===== src/rtl/rf_bypass_scoreboard_pkg.sv =====
// Shared widths and the operand-source encoding for the decode-stage bypass network.
package rf_bypass_scoreboard_pkg;

    localparam int unsigned REG_WIDTH  = 5;
    localparam int unsigned DATA_WIDTH = 32;

    typedef enum logic [2:0] {
        SRC_ZERO,
        SRC_FWD,
        SRC_CPL,
        SRC_RF,
        SRC_STALL
    } fwd_src_e;

endpackage


===== src/rtl/rf_bypass_port_sel.sv =====
// Per-read-port priority mux: zero reg, in-flight stages, long-latency writeback,
// scoreboard hazard, register file.
module rf_bypass_port_sel #(
    parameter int unsigned NUM_FWD_STAGES = 3,
    parameter int unsigned REG_WIDTH      = 5,
    parameter int unsigned DATA_WIDTH     = 32
) (
    input  logic                                 rd_en,
    input  logic [REG_WIDTH-1:0]                 rd_addr,
    input  logic [DATA_WIDTH-1:0]                rf_data,
    input  logic [NUM_FWD_STAGES-1:0]            fwd_en,
    input  logic [NUM_FWD_STAGES*REG_WIDTH-1:0]  fwd_addr,
    input  logic [NUM_FWD_STAGES*DATA_WIDTH-1:0] fwd_data,
    input  logic [NUM_FWD_STAGES-1:0]            fwd_valid,
    input  logic                                 cpl_en,
    input  logic [REG_WIDTH-1:0]                 cpl_addr,
    input  logic [DATA_WIDTH-1:0]                cpl_data,
    input  logic                                 busy,
    output logic [DATA_WIDTH-1:0]                rd_data,
    output logic                                 stall
);
    import rf_bypass_scoreboard_pkg::*;

    fwd_src_e              src;
    logic                  fwd_hit;
    logic                  fwd_hit_valid;
    logic [DATA_WIDTH-1:0] fwd_hit_data;

    always_comb begin
        fwd_hit       = 1'b0;
        fwd_hit_valid = 1'b0;
        fwd_hit_data  = '0;
        // Walk oldest to youngest so the youngest matching writer overrides.
        for (int k = NUM_FWD_STAGES - 1; k >= 0; k--) begin
            if (fwd_en[k] && fwd_addr[k*REG_WIDTH +: REG_WIDTH] == rd_addr) begin
                fwd_hit       = 1'b1;
                fwd_hit_valid = fwd_valid[k];
                fwd_hit_data  = fwd_data[k*DATA_WIDTH +: DATA_WIDTH];
            end
        end

        if (!rd_en || rd_addr == '0) begin
            src = SRC_ZERO;
        end else if (fwd_hit) begin
            src = SRC_FWD;
        end else if (cpl_en && cpl_addr == rd_addr) begin
            src = SRC_CPL;
        end else if (busy) begin
            src = SRC_STALL;
        end else begin
            src = SRC_RF;
        end
    end

    always_comb begin
        rd_data = '0;
        stall   = 1'b0;
        unique case (src)
            SRC_ZERO: ;
            SRC_FWD: begin
                rd_data = fwd_hit_data;
                stall   = !fwd_hit_valid;
            end
            SRC_CPL:   rd_data = cpl_data;
            SRC_RF:    rd_data = rf_data;
            SRC_STALL: stall   = 1'b1;
            default: ;
        endcase
    end

endmodule


===== src/rtl/rf_bypass_scoreboard.sv =====
// Multi-port operand forwarding with a per-register scoreboard for long-latency writers,
// plus occupancy, overflow and stall-cycle bookkeeping.
module rf_bypass_scoreboard #(
    parameter int unsigned NUM_RD_PORTS   = 2,
    parameter int unsigned NUM_FWD_STAGES = 3,
    parameter int unsigned REG_WIDTH      = rf_bypass_scoreboard_pkg::REG_WIDTH,
    parameter int unsigned DATA_WIDTH     = rf_bypass_scoreboard_pkg::DATA_WIDTH,
    parameter int unsigned MAX_PENDING    = 4
) (
    input  logic                                 clk,
    input  logic                                 rst_n,
    input  logic [NUM_RD_PORTS-1:0]              rd_en,
    input  logic [NUM_RD_PORTS*REG_WIDTH-1:0]    rd_addr,
    output logic [NUM_RD_PORTS*DATA_WIDTH-1:0]   rd_data,
    output logic [NUM_RD_PORTS*REG_WIDTH-1:0]    rf_addr,
    input  logic [NUM_RD_PORTS*DATA_WIDTH-1:0]   rf_data,
    input  logic [NUM_FWD_STAGES-1:0]            fwd_en,
    input  logic [NUM_FWD_STAGES*REG_WIDTH-1:0]  fwd_addr,
    input  logic [NUM_FWD_STAGES*DATA_WIDTH-1:0] fwd_data,
    input  logic [NUM_FWD_STAGES-1:0]            fwd_valid,
    input  logic                                 iss_en,
    input  logic [REG_WIDTH-1:0]                 iss_addr,
    input  logic                                 cpl_en,
    input  logic [REG_WIDTH-1:0]                 cpl_addr,
    input  logic [DATA_WIDTH-1:0]                cpl_data,
    input  logic                                 flush,
    output logic                                 stall,
    output logic                                 pend_full,
    output logic                                 ovf_err,
    output logic [31:0]                          stall_cnt
);

    localparam int unsigned NUM_REGS  = 2 ** REG_WIDTH;
    localparam int unsigned CNT_WIDTH = $clog2(MAX_PENDING + 1);
    localparam logic [CNT_WIDTH-1:0] CNT_MAX = CNT_WIDTH'(MAX_PENDING);

    logic [NUM_REGS-1:0]     busy_q, busy_d;
    logic [CNT_WIDTH-1:0]    pend_cnt_q, pend_cnt_d;
    logic                    pend_full_q, pend_full_d;
    logic                    ovf_err_q, ovf_err_d;
    logic [31:0]             stall_cnt_q, stall_cnt_d;
    logic [NUM_RD_PORTS-1:0] port_stall;

    assign rf_addr = rd_addr;

    for (genvar p = 0; p < NUM_RD_PORTS; p++) begin : g_port
        logic [REG_WIDTH-1:0] addr;
        assign addr = rd_addr[p*REG_WIDTH +: REG_WIDTH];

        rf_bypass_port_sel #(
            .NUM_FWD_STAGES (NUM_FWD_STAGES),
            .REG_WIDTH      (REG_WIDTH),
            .DATA_WIDTH     (DATA_WIDTH)
        ) u_sel (
            .rd_en     (rd_en[p]),
            .rd_addr   (addr),
            .rf_data   (rf_data[p*DATA_WIDTH +: DATA_WIDTH]),
            .fwd_en    (fwd_en),
            .fwd_addr  (fwd_addr),
            .fwd_data  (fwd_data),
            .fwd_valid (fwd_valid),
            .cpl_en    (cpl_en),
            .cpl_addr  (cpl_addr),
            .cpl_data  (cpl_data),
            .busy      (busy_q[addr]),
            .rd_data   (rd_data[p*DATA_WIDTH +: DATA_WIDTH]),
            .stall     (port_stall[p])
        );
    end

    assign stall = |port_stall;

    logic iss_req, iss_waw, cpl_hit, cpl_same, cpl_take, iss_take, ovf_set;

    always_comb begin
        iss_req  = iss_en && (iss_addr != '0);
        iss_waw  = iss_req && busy_q[iss_addr];
        cpl_hit  = cpl_en && busy_q[cpl_addr];
        cpl_same = cpl_hit && iss_req && (cpl_addr == iss_addr);
        cpl_take = cpl_hit && !cpl_same;
        // A completion in the same cycle frees the slot a full scoreboard needs.
        iss_take = iss_req && !iss_waw && (!pend_full_q || cpl_take);
        ovf_set  = iss_req && pend_full_q && !cpl_hit;

        busy_d     = busy_q;
        pend_cnt_d = pend_cnt_q;
        if (flush) begin
            busy_d     = '0;
            pend_cnt_d = '0;
        end else begin
            if (cpl_take) begin
                busy_d[cpl_addr] = 1'b0;
                pend_cnt_d       = pend_cnt_d - CNT_WIDTH'(1);
            end
            if (iss_take) begin
                busy_d[iss_addr] = 1'b1;
                pend_cnt_d       = pend_cnt_d + CNT_WIDTH'(1);
            end
        end

        pend_full_d = (pend_cnt_d == CNT_MAX);
        ovf_err_d   = ovf_err_q | (ovf_set && !flush);
        stall_cnt_d = (stall && stall_cnt_q != 32'hFFFF_FFFF) ? stall_cnt_q + 32'd1
                                                               : stall_cnt_q;
    end

    always_ff @(posedge clk or negedge rst_n) begin
        if (!rst_n) begin
            busy_q      <= '0;
            pend_cnt_q  <= '0;
            pend_full_q <= 1'b0;
            ovf_err_q   <= 1'b0;
            stall_cnt_q <= '0;
        end else begin
            busy_q      <= busy_d;
            pend_cnt_q  <= pend_cnt_d;
            pend_full_q <= pend_full_d;
            ovf_err_q   <= ovf_err_d;
            stall_cnt_q <= stall_cnt_d;
        end
    end

    assign pend_full = pend_full_q;
    assign ovf_err   = ovf_err_q;
    assign stall_cnt = stall_cnt_q;

endmodule


===== config.mk =====
export PLATFORM = sky130hd
export DESIGN_NAME = rf_bypass_scoreboard
export DESIGN_NICKNAME = d
export VERILOG_FILES = /design/src/rtl/rf_bypass_scoreboard_pkg.sv /design/src/rtl/rf_bypass_port_sel.sv /design/src/rtl/rf_bypass_scoreboard.sv
export SDC_FILE = /design/constraint.sdc
export NUM_CORES = 1
export LEC_CHECK = 0
export ABC_CLOCK_PERIOD_IN_PS = 3900
export CORE_AREA = 2 2 137 139
export DETAILED_ROUTE_END_ITERATION = 10
export DIE_AREA = 0 0 139 141
export PLACE_DENSITY = 0.81
export SYNTH_ARGS = -nofsm -noshare
export SYNTH_HDL_FRONTEND = slang
export SYNTH_SLANG_ARGS = --single-unit
export TNS_END_PERCENT = 20

===== constraint.sdc =====
create_clock -name clk -period 3.9 [get_ports clk]
set_input_delay 0.585 -clock clk [delete_from_list [all_inputs] [get_ports clk]]
set_output_delay 0.585 -clock clk [all_outputs]
set_load 0.1 [all_outputs]

## Word level (Yosys, flattened, before mapping)

Cells that the tools add are included.

| word-level totals | value |
|---|---|
| output and inout bits | 109 |
| bits of input ports | 240 |
| bits in registers | 69 |
| word-level logic and storage cells | 125 |

| operators by class | value |
|---|---|
| add/sub/neg operators | 3 |
| reduce and logical (&&, ||, !) cells | 38 |
| bitwise logic cells | 4 |
| muxes and demuxes | 50 |
| equality and inequality tests | 19 |
| order comparisons | 6 |

Operator list:

| kind | count |
|---|---|
| 32-bit two-way mux | 10 |
| 32-bit one-hot mux with 3 select lines | 2 |
| 5-bit == test | 9 |
| 3-bit two-way mux | 12 |
| 32-bit by 1-bit adder with 32-bit output, second input constant | 1 |
| 32-bit AND | 1 |
| 32-bit inequality test, second input constant | 1 |
| 32-bit NOT | 1 |
| 32-bit bitwise OR | 1 |
| 5-bit by 6-bit less-than comparator with 1-bit output, second input constant | 4 |
| 1-bit logical AND | 22 |
| 1-bit binary-select mux with 5-bit select | 4 |
| 1-bit two-way mux | 18 |
| 3-bit by 2-bit == test with 1-bit output, second input constant | 4 |
| 1-bit demux with 5-bit select | 2 |
| 5-bit by 1-bit greater-or-equal comparator with 1-bit output, second input constant | 2 |
| 5-bit logical NOT | 2 |
| 3-bit == test, second input constant | 3 |
| 1-bit logical NOT | 9 |
| 3-bit by 1-bit == test with 1-bit output, second input constant | 2 |
| 5-bit nonzero test | 1 |
| 1-bit one-hot mux with 2 select lines | 2 |
| 3-bit by 1-bit adder with 3-bit output, second input constant | 1 |
| 1-bit logical OR | 3 |
| other kinds (3) | 3 |

## Depth between registers and ports, before layout

| depth | value |
|---|---|
| depth after elaboration | 13 |
| mapped depth | 14 |
| mapped depth without buffers | 12 |

## Cells and area by module

From an unflattened synthesis, not the netlist that was laid out.

| second synthesis, totals | value |
|---|---|
| cells, all modules | 1028 |
| area total of the unflattened synthesis | 8891.0 sq um |

Modules (own cells, without submodules):

| module | cells each | instances | seq. area each (sq um) | area each (sq um) |
|---|---|---|---|---|
| rf_bypass_scoreboard | 428 | 1 | 1726.7 | 4639.4 |
| rf_bypass_port_sel | 300 | 2 | 0.0 | 2125.8 |

## Worst setup path before layout

Ideal clock, no wire load.

| timing path | value |
|---|---|
| path type | input -> output |
| start | input port rd_addr[1] |
| end | output port rd_data[10] |
| data required time | 3.315 ns |
| slack | -1.140 ns |
| arrival | 4.455 ns |
| buffers on the path | 4 |
| stages on the path | 10 |
| cell sequence | buf_2 buf_4 mux4_2 a211oi_1 a22o_1 nor2b_1 clkbuf_1 buf_2 mux2i_1 o21ai_0 |

| on the way | value |
|---|---|
| longest elaborated chain between the ends | 9 |
| elaborated cells between the ends (all ways) | 26 |
| those cells by class | 7 x eq/ne; 13 x mux; 6 x reduce/logical |

Ends and longest elaborated chain:

| element | RTL line | RTL |
|---|---|---|
| from (decl) | rf_bypass_scoreboard.sv:13 | `input logic [NUM_RD_PORTS*REG_WIDTH-1:0] rd_addr,` |
| branches (longest 8 deep; another with 1-bit binary-select mux with 5-bit select) | n/a |  |
| 32-bit one-hot mux with 3 select lines * | rf_bypass_port_sel.sv:58 | `unique case (src)` |
| to (decl) | rf_bypass_scoreboard.sv:14 | `output logic [NUM_RD_PORTS*DATA_WIDTH-1:0] rd_data,` |

Every way passes the cells marked *. The select of a mux whose other input is x is not followed.

## Worst setup path in the final report

| timing path | value |
|---|---|
| start | input port rd_addr[1] |
| end | output port rd_data[13] |

The elaborated chain is that of the path after synthesis.

==> results.cfg <==
[global_routing]
grt_pass1_wl_mm = 55.4
grt-ovfl-total = 0
grt_max_degree = 50
track_usage = 0.361
antenna_found_initial = 3
grt_pass1_vias = 9244

[routing]
drc = 0
final_antenna_net_count = 0
wirelength_mm = 36.9
dr.pass1.iters = 8
drt_iter0_markers = 856
wl_per_cell_microns = 24.8
vias = 9419
vias_per_cell = 6.31

[floorplan]
dieArea_sq_um = 19600
num_rows = 50
dieHeight_microns = 141
die_w_microns = 139
start_util = 0.418
core_area_sq_um = 18300
boundaryPins = 349

[yosys]
synthTopCellsByCount = 75 x mux2i_1, 69 x dfrtp_1, 63 x o21ai_0
synth_edf_count = 0
synth_flop_cell = dfrtp_1
ys_types = 72
synth-seq-area-share = 0.226
async_flop_share = 1.00
yosysMostFrequentCell = mux2i_1
synth_top_area_share = 0.226
ys_seq_elements = 69
synthTopCellsByArea = dfrtp_1 23%, mux2i_1 9.8%, mux4_2 6.2%
yosysTopAreaCell = dfrtp_1
synth_area_per_cell_sq_um = 8.70
syn-num-nets = 1121
synth_area_sq_um = 7640
synth_cells = 878
ys_warn_count = 0

[clock_tree]
cts.htree.levels = 3
cts_sinks = 69
clock_path_buffers = 2
ctsRootBufferMaster = clkbuf_16
path_clk_slew_ns = 0.05
cts_buffers = 9
hold_buffers = 0
cts_tree = built
insertion_delay_ns = 0.33

[critical_path]
crit_arrival_ns = 3.30
cp-end-kind = output port
slowest_stage = clkdlybuf4s50_1
startpoint_type = primary input
path_buf_inv = 4
crit_type = in -> out
cp_common_cell = buf_12
cp_num_cells = 11
worst_r2r_path_depth = 9
critPathMaxFanout = 26
crit_family = buffers and inverters
cp.required_ns = 3.31
cpPeakStageDelay_ns = 0.53
path_cells = clkdlybuf4s50_1 > buf_12 > mux4_1 > mux2_2 > nand2_1 > a22o_1 > o21ai_2 > or2_2 > buf_12 > o21ai_2 > buf_12

[power]
p_leak_nw = 5.44
total_power_w = 0.00401
p_per_area_nw_per_um2 = 308
ir_drop_v = 0.000513

[timing]
min_period_ns = 3.89
final.setup.tns_ns = 0
drv_slew = 0
max_slew.worst_pin.slew_ns = 1.06
maxSlewHeadroom = 0.290
period_share = 0.997
fmax_ghz = 0.257
finalWorstSetupSlack_ns = 0.0135
hold_viol_final = 0
rsz0062_at_grt = yes
setup_viol = 0
skew_ns = 0.00708

[placement]
port_buffers = 348
pre_cts_slack_ns = -0.239
dp_hpwl_mm = 29.1
dp.cells = 1472
gp_congestion = 1.03

[cells_and_area]
layout.nets = 1494
layout.cells.non_filler = 1492
drive_gt1_frac = 0.232
finish.utilization = 0.713
syn2layout_area_growth_pct = 70.6

[min_path]
worst_hold_path_type = in -> async

[run_status]
status = completed

[flow_run]
max-cap-violations = 0
-- routing by layer --
metal  wire length (microns)  GRT usage  up-vias  share of wire
met5                      16          0        -        0.00043
met1                   14400      0.472     4513           0.39
li1                        -          -     4132              -
met4                    1470      0.138        2          0.040
met3                    3630     0.0676      117          0.098
met2                   17400      0.598      655           0.47
-- cells in the final DEF (no fill, tap or decap), types with 9 or more instances in the layout --
cell type / n
clkdlybuf4s50_1: 265
buf_4: 103
buf_12: 79
mux2i_1: 74
dfrtp_1: 69
nor2_1: 56
xor2_1: 49
o211ai_1: 49
a21oi_1: 42
nand2_1: 35
a221o_1: 32
a22oi_1: 32
o21ai_0: 31
xnor2_1: 27
o22ai_1: 27
nand3_1: 25
mux4_2: 21
o21ai_2: 18
o21ai_1: 17
inv_1: 16
nor3_1: 14
nor3_2: 10
nor4_1: 9
clkbuf_16: 9
-- metrics by stage --
step / cell area [sq um] / hold slack [ns]
global route: 13000 / 0.517
finish: 13000 / 0.456
floorplan: 7680 / 0.289
CTS: 12900 / 0.485
global placement: 12600 / 0.472
detailed placement: 12600 / 0.480
-- report_power, final --
part / total, W / switching [W] / leakage (nW) / internal [W]
registers: 0.000889 / 0.000102 / 0.915 / 0.000787
clock network: 0.000844 / 0.000298 / 0.152 / 0.000546
logic: 0.00228 / 0.00146 / 4.37 / 0.000819
-- kinds of logic (layout without fill, tap and decap cells) --
logic type | count (synthesis) | in the layout | share of synthesized area
AOI/OAI and AO/OA | 293 | 293 | 0.266
and+or+nand+nor | 215 | 215 | 0.152
buffers and inverters | 114 | 492 | 0.0742
muxes | 108 | 108 | 0.190
xor gates and xnor gates | 76 | 76 | 0.0872
DFF | 69 | 69 | 0.226
adders and majority gates | 3 | 3 | 0.00492
other | 0 | 2 | 0
-- final timing paths --
kind / start / to / slack, ns
max: rd_addr[1] / rd_data[13] / 0.01
min: rst_n / stall_cnt[6]$_DFFE_PN0P_ / 0.46
max reg2reg: stall_cnt[3]$_DFFE_PN0P_ / stall_cnt[9]$_DFFE_PN0P_ / 0.69
min reg2reg: stall_cnt[16]$_DFFE_PN0P_ / stall_cnt[16]$_DFFE_PN0P_ / 0.49
max in group asynchronous: rst_n / busy_q[30]$_DFF_PN0_ / 2.56
min in group clk: stall_cnt[16]$_DFFE_PN0P_ / stall_cnt[16]$_DFFE_PN0P_ / 0.49
-- sequential cells by signal, summed over array words and instances (netlist names) --
name,flops
busy_q,32
ovf_err,1
pend_cnt_q,3
pend_full,1
stall_cnt,32
-- worst register-to-register path, stage by stage, from the launching register on --
cell and delay (ns):
dfrtp_1 0.45, nand4_1 0.25, nor4_1 0.67, and4_1 0.34, nand2_2 0.13, nor3_2 0.40, a31o_1 0.33, buf_4 0.25
nor3_1 0.10, xor2_1 0.16
-- layout make-up --
class / instances / area, sq um
flip-flops and latches: 69 / 1730
inverters: 17 / 63.8
well taps: 234 / 293
multi-input cells: 695 / 5510
diodes: 2 / 5.00
clock inverters: 3 / 42.5
fillers: 1360 / 5240
repair buffers: 459 / 5120
clock buffers: 13 / 270
-- timing repair --
| action | in CTS | in global routing |
|---|---|---|
| pin swaps | 1 | 2 |
| gates cloned | 0 | 1 |
| setup endpoints to repair | 56 | 46 |
| setup buffers | 1 | 0 |
| resized for setup | 11 | 18 |
(Power assumes the default switching activity.)
